### src/rtl/data_sramlike_bridge_pkg.sv
// rtl/data_sramlike_bridge_pkg.sv - shared types and constants for the sram-like data bridge
// Purpose: bridge FSM state encoding, access size codes and a store-detect helper.
// Ports:   none (package).
package data_sramlike_bridge_pkg;

   // Access size codes carried on mem_size / data_size
   localparam logic [1:0] SIZE_B = 2'b00;
   localparam logic [1:0] SIZE_H = 2'b01;
   localparam logic [1:0] SIZE_W = 2'b10;

   typedef enum logic [1:0] {
      ST_IDLE      = 2'b00,
      ST_WAIT_DATA = 2'b01,
      ST_DONE      = 2'b10,
      ST_DRAIN     = 2'b11
   } bridge_state_t;

   // Any byte-write strobe set makes the access a store
   function automatic logic is_store(input logic [3:0] sel);
      return |sel;
   endfunction

endpackage

### src/rtl/data_sramlike_bridge_if.sv
// rtl/data_sramlike_bridge_if.sv - sram-like data bus between the bridge and the cache/AXI side
// Purpose: groups the single-outstanding req/addr_ok/data_ok transaction signals.
// Signals: req, wr, size, addr, wdata (master -> slave); rdata, addr_ok, data_ok (slave -> master).
interface data_sramlike_bridge_if #(
   parameter int ADDR_W = 32,
   parameter int DATA_W = 32
);
   logic              req;
   logic              wr;
   logic [1:0]        size;
   logic [ADDR_W-1:0] addr;
   logic [DATA_W-1:0] wdata;
   logic [DATA_W-1:0] rdata;
   logic              addr_ok;
   logic              data_ok;

   modport master (
      output req, wr, size, addr, wdata,
      input  rdata, addr_ok, data_ok
   );

   modport slave (
      input  req, wr, size, addr, wdata,
      output rdata, addr_ok, data_ok
   );
endinterface

### src/rtl/data_sramlike_bridge.sv
// rtl/data_sramlike_bridge.sv - M-stage load/store to sram-like bus transaction bridge
// Purpose: issues one sram-like transaction per M-stage access, stalls the pipeline until it
//          completes, holds the returned word for load extraction, and drains (never aborts) an
//          outstanding transaction when the access is cancelled by an exception/flush.
// Ports:   clk, resetn          clock, synchronous active-low reset
//          i_mem_en/sel/size/addr/wdata   M-stage access request
//          i_mem_cancel         exception/flush in M, suppresses issue
//          i_pipe_stall         pipeline held by another source
//          o_mem_rdata          registered load word, valid in DONE
//          o_mem_stall          hold pipeline at M and earlier
//          bus                  sram-like master port
module data_sramlike_bridge
   import data_sramlike_bridge_pkg::*;
#(
   parameter int ADDR_W = 32,
   parameter int DATA_W = 32
) (
   input  logic                        clk,
   input  logic                        resetn,
   input  logic                        i_mem_en,
   input  logic [3:0]                  i_mem_sel,
   input  logic [1:0]                  i_mem_size,
   input  logic [ADDR_W-1:0]           i_mem_addr,
   input  logic [DATA_W-1:0]           i_mem_wdata,
   input  logic                        i_mem_cancel,
   input  logic                        i_pipe_stall,
   output logic [DATA_W-1:0]           o_mem_rdata,
   output logic                        o_mem_stall,
   data_sramlike_bridge_if.master      bus
);

   bridge_state_t     r_state;
   bridge_state_t     w_next;
   logic [DATA_W-1:0] r_rdata;
   logic              w_go;
   logic              w_capture;

   assign w_go = i_mem_en & ~i_mem_cancel;

   always_ff @(posedge clk) begin
      if (!resetn) begin
         r_state <= ST_IDLE;
         r_rdata <= '0;
      end else begin
         r_state <= w_next;
         if (w_capture) begin
            r_rdata <= bus.rdata;
         end
      end
   end

   always_comb begin
      w_next    = r_state;
      w_capture = 1'b0;
      case (r_state)
         ST_IDLE: begin
            // data_ok is ignored here: nothing can be outstanding in IDLE
            if (w_go && bus.addr_ok) begin
               w_next = ST_WAIT_DATA;
            end
         end
         ST_WAIT_DATA: begin
            if (bus.data_ok) begin
               if (i_mem_cancel) begin
                  w_next = ST_IDLE;
               end else begin
                  w_next    = ST_DONE;
                  w_capture = 1'b1;
               end
            end else if (i_mem_cancel) begin
               // Transaction still in flight: wait it out before anything new may issue
               w_next = ST_DRAIN;
            end
         end
         ST_DONE: begin
            if (i_mem_cancel || !i_pipe_stall) begin
               w_next = ST_IDLE;
            end
         end
         ST_DRAIN: begin
            if (bus.data_ok) begin
               w_next = ST_IDLE;
            end
         end
         default: w_next = ST_IDLE;
      endcase
   end

   // Request only from IDLE; address/data pass straight through since M is stalled while req=1
   assign bus.req   = (r_state == ST_IDLE) & w_go;
   assign bus.wr    = is_store(i_mem_sel);
   assign bus.size  = i_mem_size;
   assign bus.addr  = i_mem_addr;
   assign bus.wdata = i_mem_wdata;

   // go already folds in cancel, so a cancelled access never stalls
   assign o_mem_stall = w_go & (r_state != ST_DONE);
   assign o_mem_rdata = r_rdata;

endmodule
### src/flat_wrapper.sv
// flat-port wrapper written by rule: the top's interface ports become plain ports
module data_sramlike_bridge_flat import data_sramlike_bridge_pkg::*;
#(
   parameter int ADDR_W = 32,
   parameter int DATA_W = 32
)
  (clk, resetn, i_mem_en, i_mem_sel, i_mem_size, i_mem_addr, i_mem_wdata, i_mem_cancel, i_pipe_stall, o_mem_rdata, o_mem_stall, bus_req, bus_wr, bus_size, bus_addr, bus_wdata, bus_rdata, bus_addr_ok, bus_data_ok);
  data_sramlike_bridge_if #(.ADDR_W(ADDR_W), .DATA_W(DATA_W)) bus_i ();
  input  logic clk;
  input  logic resetn;
  input  logic i_mem_en;
  input  logic [3:0] i_mem_sel;
  input  logic [1:0] i_mem_size;
  input  logic [ADDR_W-1:0] i_mem_addr;
  input  logic [DATA_W-1:0] i_mem_wdata;
  input  logic i_mem_cancel;
  input  logic i_pipe_stall;
  output logic [DATA_W-1:0] o_mem_rdata;
  output logic o_mem_stall;
  output wire logic [$bits(bus_i.req)-1:0] bus_req;
  output wire logic [$bits(bus_i.wr)-1:0] bus_wr;
  output wire logic [$bits(bus_i.size)-1:0] bus_size;
  output wire logic [$bits(bus_i.addr)-1:0] bus_addr;
  output wire logic [$bits(bus_i.wdata)-1:0] bus_wdata;
  input wire logic [$bits(bus_i.rdata)-1:0] bus_rdata;
  input wire logic [$bits(bus_i.addr_ok)-1:0] bus_addr_ok;
  input wire logic [$bits(bus_i.data_ok)-1:0] bus_data_ok;
  assign bus_req = bus_i.req;
  assign bus_wr = bus_i.wr;
  assign bus_size = bus_i.size;
  assign bus_addr = bus_i.addr;
  assign bus_wdata = bus_i.wdata;
  assign bus_i.rdata = bus_rdata;
  assign bus_i.addr_ok = bus_addr_ok;
  assign bus_i.data_ok = bus_data_ok;
  data_sramlike_bridge #(.ADDR_W(ADDR_W), .DATA_W(DATA_W)) u_core (.clk(clk), .resetn(resetn), .i_mem_en(i_mem_en), .i_mem_sel(i_mem_sel), .i_mem_size(i_mem_size), .i_mem_addr(i_mem_addr), .i_mem_wdata(i_mem_wdata), .i_mem_cancel(i_mem_cancel), .i_pipe_stall(i_pipe_stall), .o_mem_rdata(o_mem_rdata), .o_mem_stall(o_mem_stall), .bus(bus_i));
endmodule
### config.mk
export PLATFORM = sky130hd
export DESIGN_NAME = data_sramlike_bridge_flat
export DESIGN_NICKNAME = d
export VERILOG_FILES = /design/src/rtl/data_sramlike_bridge_pkg.sv /design/src/rtl/data_sramlike_bridge_if.sv /design/src/rtl/data_sramlike_bridge.sv /design/src/flat_wrapper.sv
export SDC_FILE = /design/constraint.sdc
export NUM_CORES = 1
export LEC_CHECK = 0
export ABC_CLOCK_PERIOD_IN_PS = 1150
export CORE_AREA = 2 2 82 84
export DETAILED_ROUTE_END_ITERATION = 10
export DIE_AREA = 0 0 84 86
export DONT_BUFFER_PORTS = 1
export GPL_TIMING_DRIVEN = 0
export HOLD_SLACK_MARGIN = 0.06
export PLACE_DENSITY = 0.45
export SYNTH_ARGS = -nofsm -noshare
export SYNTH_HDL_FRONTEND = slang
export SYNTH_SLANG_ARGS = --single-unit
### constraint.sdc
create_clock -name clk -period 1.15 [get_ports clk]
set_input_delay 0.23 -clock clk [delete_from_list [all_inputs] [get_ports clk]]
set_output_delay 0.23 -clock clk [all_outputs]
set_load 0.01 [all_outputs]
==> results of run 1 <==
cells in the mapped netlist:
master	count	share of area
a21boi_0	1	0.0042
a22oi_1	1	0.0042
a31oi_1	1	0.0035
and4bb_1	1	0.0069
buf_2	4	0.011
buf_4	67	0.28
buf_6	5	0.031
clkbuf_1	3	0.0062
clkbuf_2	1	0.0028
dfxtp_1	34	0.38
inv_1	1	0.0021
nand2_1	32	0.067
nand3_1	32	0.089
nor2_1	1	0.0021
nor2b_1	2	0.0069
nor3b_1	1	0.0042
nor4b_1	1	0.0049
o211ai_1	1	0.0042
o21ai_0	18	0.050
o21ai_1	14	0.039
or4_1	1	0.0042
state kept, by name, summed over array words and instances (netlist names):
register	flops
u_core.r_state	2
u_core.o_mem_rdata	32
per-stage QoR:
stage                     cells  total power (W)  TNS [ns]  hold WS [ns]  instance area [um^2]
after floorplan             222         0.001532         0        0.3604                  1808
after global placement      299         0.001573    -2.703        0.3657                  1904
after detailed placement    299         0.001570    -2.765        0.3694                  1904
after CTS                   313         0.002526    -2.026       0.06526                  2145
after global routing        317         0.002609    -4.208       0.06914                  2374
final                       317         0.002500    -2.142       0.07189                  2374
metal layers:
layer | global-route usage | wire length [um] | vias up
met1 | 0.1320 | 1809 | 683
li1 | - | - | 701
met4 | 0.04399 | 54 | 0
met5 | 0 | 0 | -
met3 | 0.05005 | 595 | 7
met2 | 0.1956 | 2482 | 118
cells by family (layout without fill, tap and decap cells):
logic type             Yosys count  count (layout)  share of synthesized area
buffers and inverters           81              99                     0.3326
AND/OR/NAND/NOR                 71              71                     0.1847
flip-flops                      34              34                     0.3778
AO/OA/AOI/OAI                   36              36                     0.1049
power by group through the flow:
stage | logic (W) | registers [W] | clock network (W)
2_1_floorplan | 0.000303 | 0.00123 | 0
3_3_place_gp | 0.000341 | 0.00123 | 0
3_5_place_dp | 0.000338 | 0.00123 | 0
4_1_cts | 0.000357 | 0.00120 | 0.000967
5_1_grt | 0.000400 | 0.00120 | 0.00101
6_report | 0.000375 | 0.00120 | 0.000923
cell type report:
type / instances / area, um^2 / share of cell area
Buffer: 80 / 625.6 / 0.2636
Clock buffer: 7 / 86.33 / 0.03637
Clock inverter: 1 / 5.005 / 0.002109
Inverter: 1 / 3.754 / 0.001581
Multi-Input combinational cell: 107 / 728.2 / 0.3068
Sequential cell: 34 / 688.2 / 0.2899
Tap cell: 77 / 96.34 / 0.04059
Timing Repair Buffer: 10 / 140.1 / 0.05904
final timing paths:
path                     startpoint                     end  slack, ns  cells past startpoint
max               u_core.r_state[1]   u_core.o_mem_rdata[2]      -0.08                      5
min                    bus_rdata[5]   u_core.o_mem_rdata[5]       0.07                      2
max reg2reg       u_core.r_state[1]   u_core.o_mem_rdata[2]      -0.08                      5
min reg2reg  u_core.o_mem_rdata[15]  u_core.o_mem_rdata[15]       0.50                      2
what timing repair did:
item / CTS / global route
cloned: 2 / 2
resized for setup: 44 / 33
hold buffers: 0 / 1
setup buffers: 4 / 1
endpoints found under the setup margin: 35 / 35
endpoints found under the hold margin: 0 / 1
pin swaps: 13 / 23
==> run summary, run 1 <==
worst skew pair latency - 0.28 ns
synthesis-stage register bit count - 34
Fin Clk Skew - 0.002225 ns
syn avg cell area - 8.116 um^2
Initial Util - 0.2870
status - finished with violations
maximum vdd drop - 0.0004588 V
Post-Syn Area - 0.001802 mm^2
maxcap violations - 0
Num CTS Buffers - 5
vias in the first global route - 1282
Final Hold Fails - 0
sequential share of power - 0.481
die width - 84 um
clk slew on worst S/H paths - 0.07 ns
die area - 0.007224 mm^2
critical path type - flop to flop
worst path cell trace - and4bb_2 > buf_12 > clkbuf_16 > nand3_2 > o21ai_1
first-pass GRT wire length - 6575 um
GRT Residual Overflow - 0
maximum clock rate - 810.7 MHz
synth unique cells - 21
Max-Slew Margin vs Limit - 0.6884
Worst EP arrival - 1.45 ns
Worst path slowest cell - dfxtp_4
number of nets still failing antenna checks after routing - 0
antenna violations before repair - 0
Die H - 86 um
largest net degree at the start of global routing - 11
CTS root buffer - clkbuf_8
Inserted Diodes - 0
Rows - 29
most frequent cells in the layout - buf_4, nand2_1, dfxtp_1, nand3_2, o21ai_1
drt drc - 0
pwr/cell area - 1053 mW/mm^2
Core ar. - 0.006277 mm^2
DRT iter0 DRCs - 48
Clock Tree Buf Depth - 2
drt pass-1 iters - 3
NetSw - 0.0006356 W
Sink Count - 34
sw frac - 0.2543
final setup margin - -0.08346 ns
Critical Path End Type - flop
all-layer global routing usage - 0.1165
Int Power - 0.001864 W
Least-Margin Pin Slew - 0.4673 ns
DR vias/cell - 4.760
clock share of power - 0.369
CTS tree - done
Buf+Inv Stages, Crit Path - 2
detailed placement HPWL - 3530 um
Hold Path Class - primary input to flop
Vias - 1509
placer congestion estimate - 0.7032
Largest stage delay, worst path - 0.36 ns
Warnings, synthesis - 0
RSZ-0062 raised after global routing - yes
IO Port Bufs - 0
H-tree depth - 2
startpoint types - flop
CP Data Required Time - 1.37 ns
commonest non-fill, non-tap cell in the layout - buf_4
drt total wl - 4942 um
IO Pins - 210
Largest delay share family, worst path - simple AND/OR/NAND/NOR gates
final setup fails - 35
combinational power share - 0.150
fin crit period - 1.233 ns
worst-path fanout max - 7
leakage power - 0.9236 nW
max-slew violations - 0
wire per inst - 15.59 um
syn_nets - 331
Syn Inst Count - 222
period utilization - 1.073
failing checks - setup timing
Area Overhead vs Synth - 31.74%
Util after Layout - 0.3781
Net count, final - 348
worst slack at placement - -0.1129 ns
post-synthesis sequential area ratio - 0.3778
fillers - 643
layout cells sized above 1 - 0.5500
(Power assumes the default switching activity.)
==> run 2: changes to the inputs <==
--- a/config.mk
+++ b/config.mk
@@ -10,7 +10,6 @@
 export DETAILED_ROUTE_END_ITERATION = 10
 export DIE_AREA = 0 0 84 86
 export DONT_BUFFER_PORTS = 1
-export GPL_TIMING_DRIVEN = 0
 export HOLD_SLACK_MARGIN = 0.06
 export PLACE_DENSITY = 0.45
 export SYNTH_ARGS = -nofsm -noshare
==> run 2 against run 1 <==
  * The run still ends with setup timing left
  * Power down 4.6%
  * Via count down 19%
  * Sequential share of layout area up 5.5 points
  * Sequential power about the same
  * Final cell count down 21%
  * Count of clock-buffer cells in the layout unchanged
  * Combinational power down 74%
  * Worst hold slack better by 0.0056 ns
  * Clock power up 18%
  * Clock skew about the same
==> run summary, run 2 (synthesized netlist as in run 1, its figures left out) <==
drt total wl - 4345 um (was 4942 um)
Die H - 86 um (unchanged)
Initial Util - 0.2870 (unchanged)
die width - 84 um (unchanged)
Fin Clk Skew - 0.001997 ns (was 0.002225 ns)
FF-to-FF End - u_core.o_mem_rdata[6] (was u_core.o_mem_rdata[2])
Worst EP arrival - 1.09 ns (was 1.45 ns)
GRT Residual Overflow - 0 (unchanged)
DRT iter0 DRCs - 46 (was 48)
worst-path fanout max - 4 (was 7)
Tot Pwr - 0.002385 W (was 0.002500 W)
max-slew violations - 0 (unchanged)
number of nets still failing antenna checks after routing - 0 (unchanged)
Net count, final - 280 (was 348)
final setup margin - -0.1654 ns (was -0.08346 ns)
reg2reg path depth - 6 (was 5)
max FFs per register - 32 (unchanged)
placer congestion estimate - 0.7170 (was 0.7032)
clk slew on worst S/H paths - 0.07 ns (about the same)
worst slack at placement - -0.03436 ns (was -0.1129 ns)
layout cells sized above 1 - 0.4186 (was 0.5500)
Sink Count - 34 (unchanged)
CTS tree - done (unchanged)
Hold WS - 0.07745 ns (was 0.07189 ns)
Vias - 1225 (was 1509)
die area - 0.007224 mm^2 (unchanged)
drt pass-1 iters - 4 (was 3)
antenna violations before repair - 0 (unchanged)
all-layer global routing usage - 0.1109 (was 0.1165)
maximum vdd drop - 0.0004859 V (was 0.0004588 V)
startpoint types - flop (unchanged)
maxcap violations - 0 (unchanged)
fillers - 678 (was 643)
Least-Margin Pin Slew - 0.2276 ns (was 0.4673 ns)
final setup fails - 35 (unchanged)
Rows - 29 (unchanged)
H-tree depth - 2 (unchanged)
worst hold path startpoint - bus_rdata[23] (was bus_rdata[5])
Max-Slew Margin vs Limit - 0.8476 (was 0.6884)
failing checks - setup timing (unchanged)
vias in the first global route - 1163 (was 1282)
Register Area - 688.2 um^2 (unchanged)
fin crit period - 1.315 ns (was 1.233 ns)
hold path cells - 2 (unchanged)
CTS root buffer - clkbuf_8 (unchanged)
DR vias/cell - 4.920 (was 4.760)
Core ar. - 0.006277 mm^2 (unchanged)
r2r setup slk - -0.09 ns (was -0.08 ns)
pwr/cell area - 1196 mW/mm^2 (was 1053 mW/mm^2)
critical path type - flop to primary output (was flop to flop)
period utilization - 1.144 (was 1.073)
leakage power - 0.6554 nW (was 0.9236 nW)
status - finished with violations (unchanged)
final cell area excluding filler cells - 0.001994 mm^2 (was 0.002374 mm^2)
Num CTS Buffers - 5 (unchanged)
Final Hold Fails - 0 (unchanged)
RSZ-0062 raised after global routing - yes (unchanged)
drt drc - 0 (unchanged)
Hold Path Class - primary input to flop (unchanged)
Post-DP Area - 0.001371 mm^2 (was 0.001904 mm^2)
area of the multi-input gates - 760.7 um^2 (was 728.2 um^2)
largest net degree at the start of global routing - 67 (was 11)
FF-to-FF Start - u_core.r_state[1] (unchanged)
most frequent cells in the layout - nand2_1, dfxtp_1, nand3_2, o21ai_1, o21ai_2 (was buf_4, nand2_1, dfxtp_1, nand3_2, o21ai_1)
Critical Path End Type - primary output (was flop)
detailed placement HPWL - 2282 um (was 3530 um)
Inserted Diodes - 0 (unchanged)
IO Port Bufs - 0 (unchanged)
IO Pins - 210 (unchanged)
CP Data Required Time - 0.92 ns (was 1.37 ns)
worst skew pair latency - 0.28 ns (about the same)
Clock Tree Buf Depth - 2 (unchanged)
wire per inst - 17.45 um (was 15.59 um)
Area Overhead vs Synth - 10.69% (was 31.74%)
maximum clock rate - 760.2 MHz (was 810.7 MHz)
first-pass GRT wire length - 6099 um (was 6575 um)
end of the worst hold path - u_core.o_mem_rdata[23] (was u_core.o_mem_rdata[5])
[run 2: changes by cell type in the layout (fill, tap and decap cells not counted), moves of 2 or more]
cell	delta
buf_8	-2
nand3_4	+2
o21ai_2	+12
buf_4	-64
buf_2	-4
nand3_1	+5
o21ai_1	-12
clkbuf_1	-2
buf_12	+3
nand3_2	-7
[run 2: area by class of cell]
class                           count  share of cell area
Clock buffer                        7             0.03827
Clock inverter                      1             0.01506
Inverter                            1            0.001882
Multi-Input combinational cell    107              0.3814
Sequential cell                    34              0.3450
Tap cell                           77             0.04831
Timing Repair Buffer               22              0.1700
[run 2: report_power, final]
group	internal (W)	switching [W]
Combinational	0.0000573	0.0000392
Clock	0.000649	0.000438
Sequential	0.00119	0.0000154
[run 2: through the flow]
stage,setup TNS [ns],util,std cells
floorplan,0,-,222
global placement,0,0.2185,224
detailed placement,-0.09579,0.2185,224
CTS,-2.822,0.2926,246
global route,-3.315,0.3177,249
finish,-1.899,0.3177,249
[run 2: routing by layer]
metal,up-vias,GRT usage,wire [um]
met4,0,0.07771,167
met5,-,0,0
met1,568,0.1197,1709
met2,65,0.1731,2049
met3,27,0.05101,420
li1,565,-,-
[run 2: worst max path at each step]
stage / from / end / depth (start not counted)
4_1_cts: u_core.r_state[1] / bus_req / 2
2_1_floorplan: u_core.r_state[0] / u_core.o_mem_rdata[10] / 4
5_1_grt: u_core.r_state[1] / bus_req / 2
6_report: u_core.r_state[1] / bus_req / 2
3_5_place_dp: u_core.r_state[1] / u_core.o_mem_rdata[30] / 4
3_3_place_gp: u_core.r_state[1] / u_core.o_mem_rdata[28] / 4
[run 2: worst max-delay path, stage by stage, from the launching register on]
cell	delay (ns)
dfxtp_4	0.36
nor4b_4	0.28
buf_4	0.17
[run 2: repair_timing]
action	in CTS	in global routing
buffers inserted	8	6
resized for setup	37	47
cloned	5	4
endpoints found under the hold margin	1	1
setup endpoints to repair	26	35
pin swaps	15	23
hold buffers	1	1
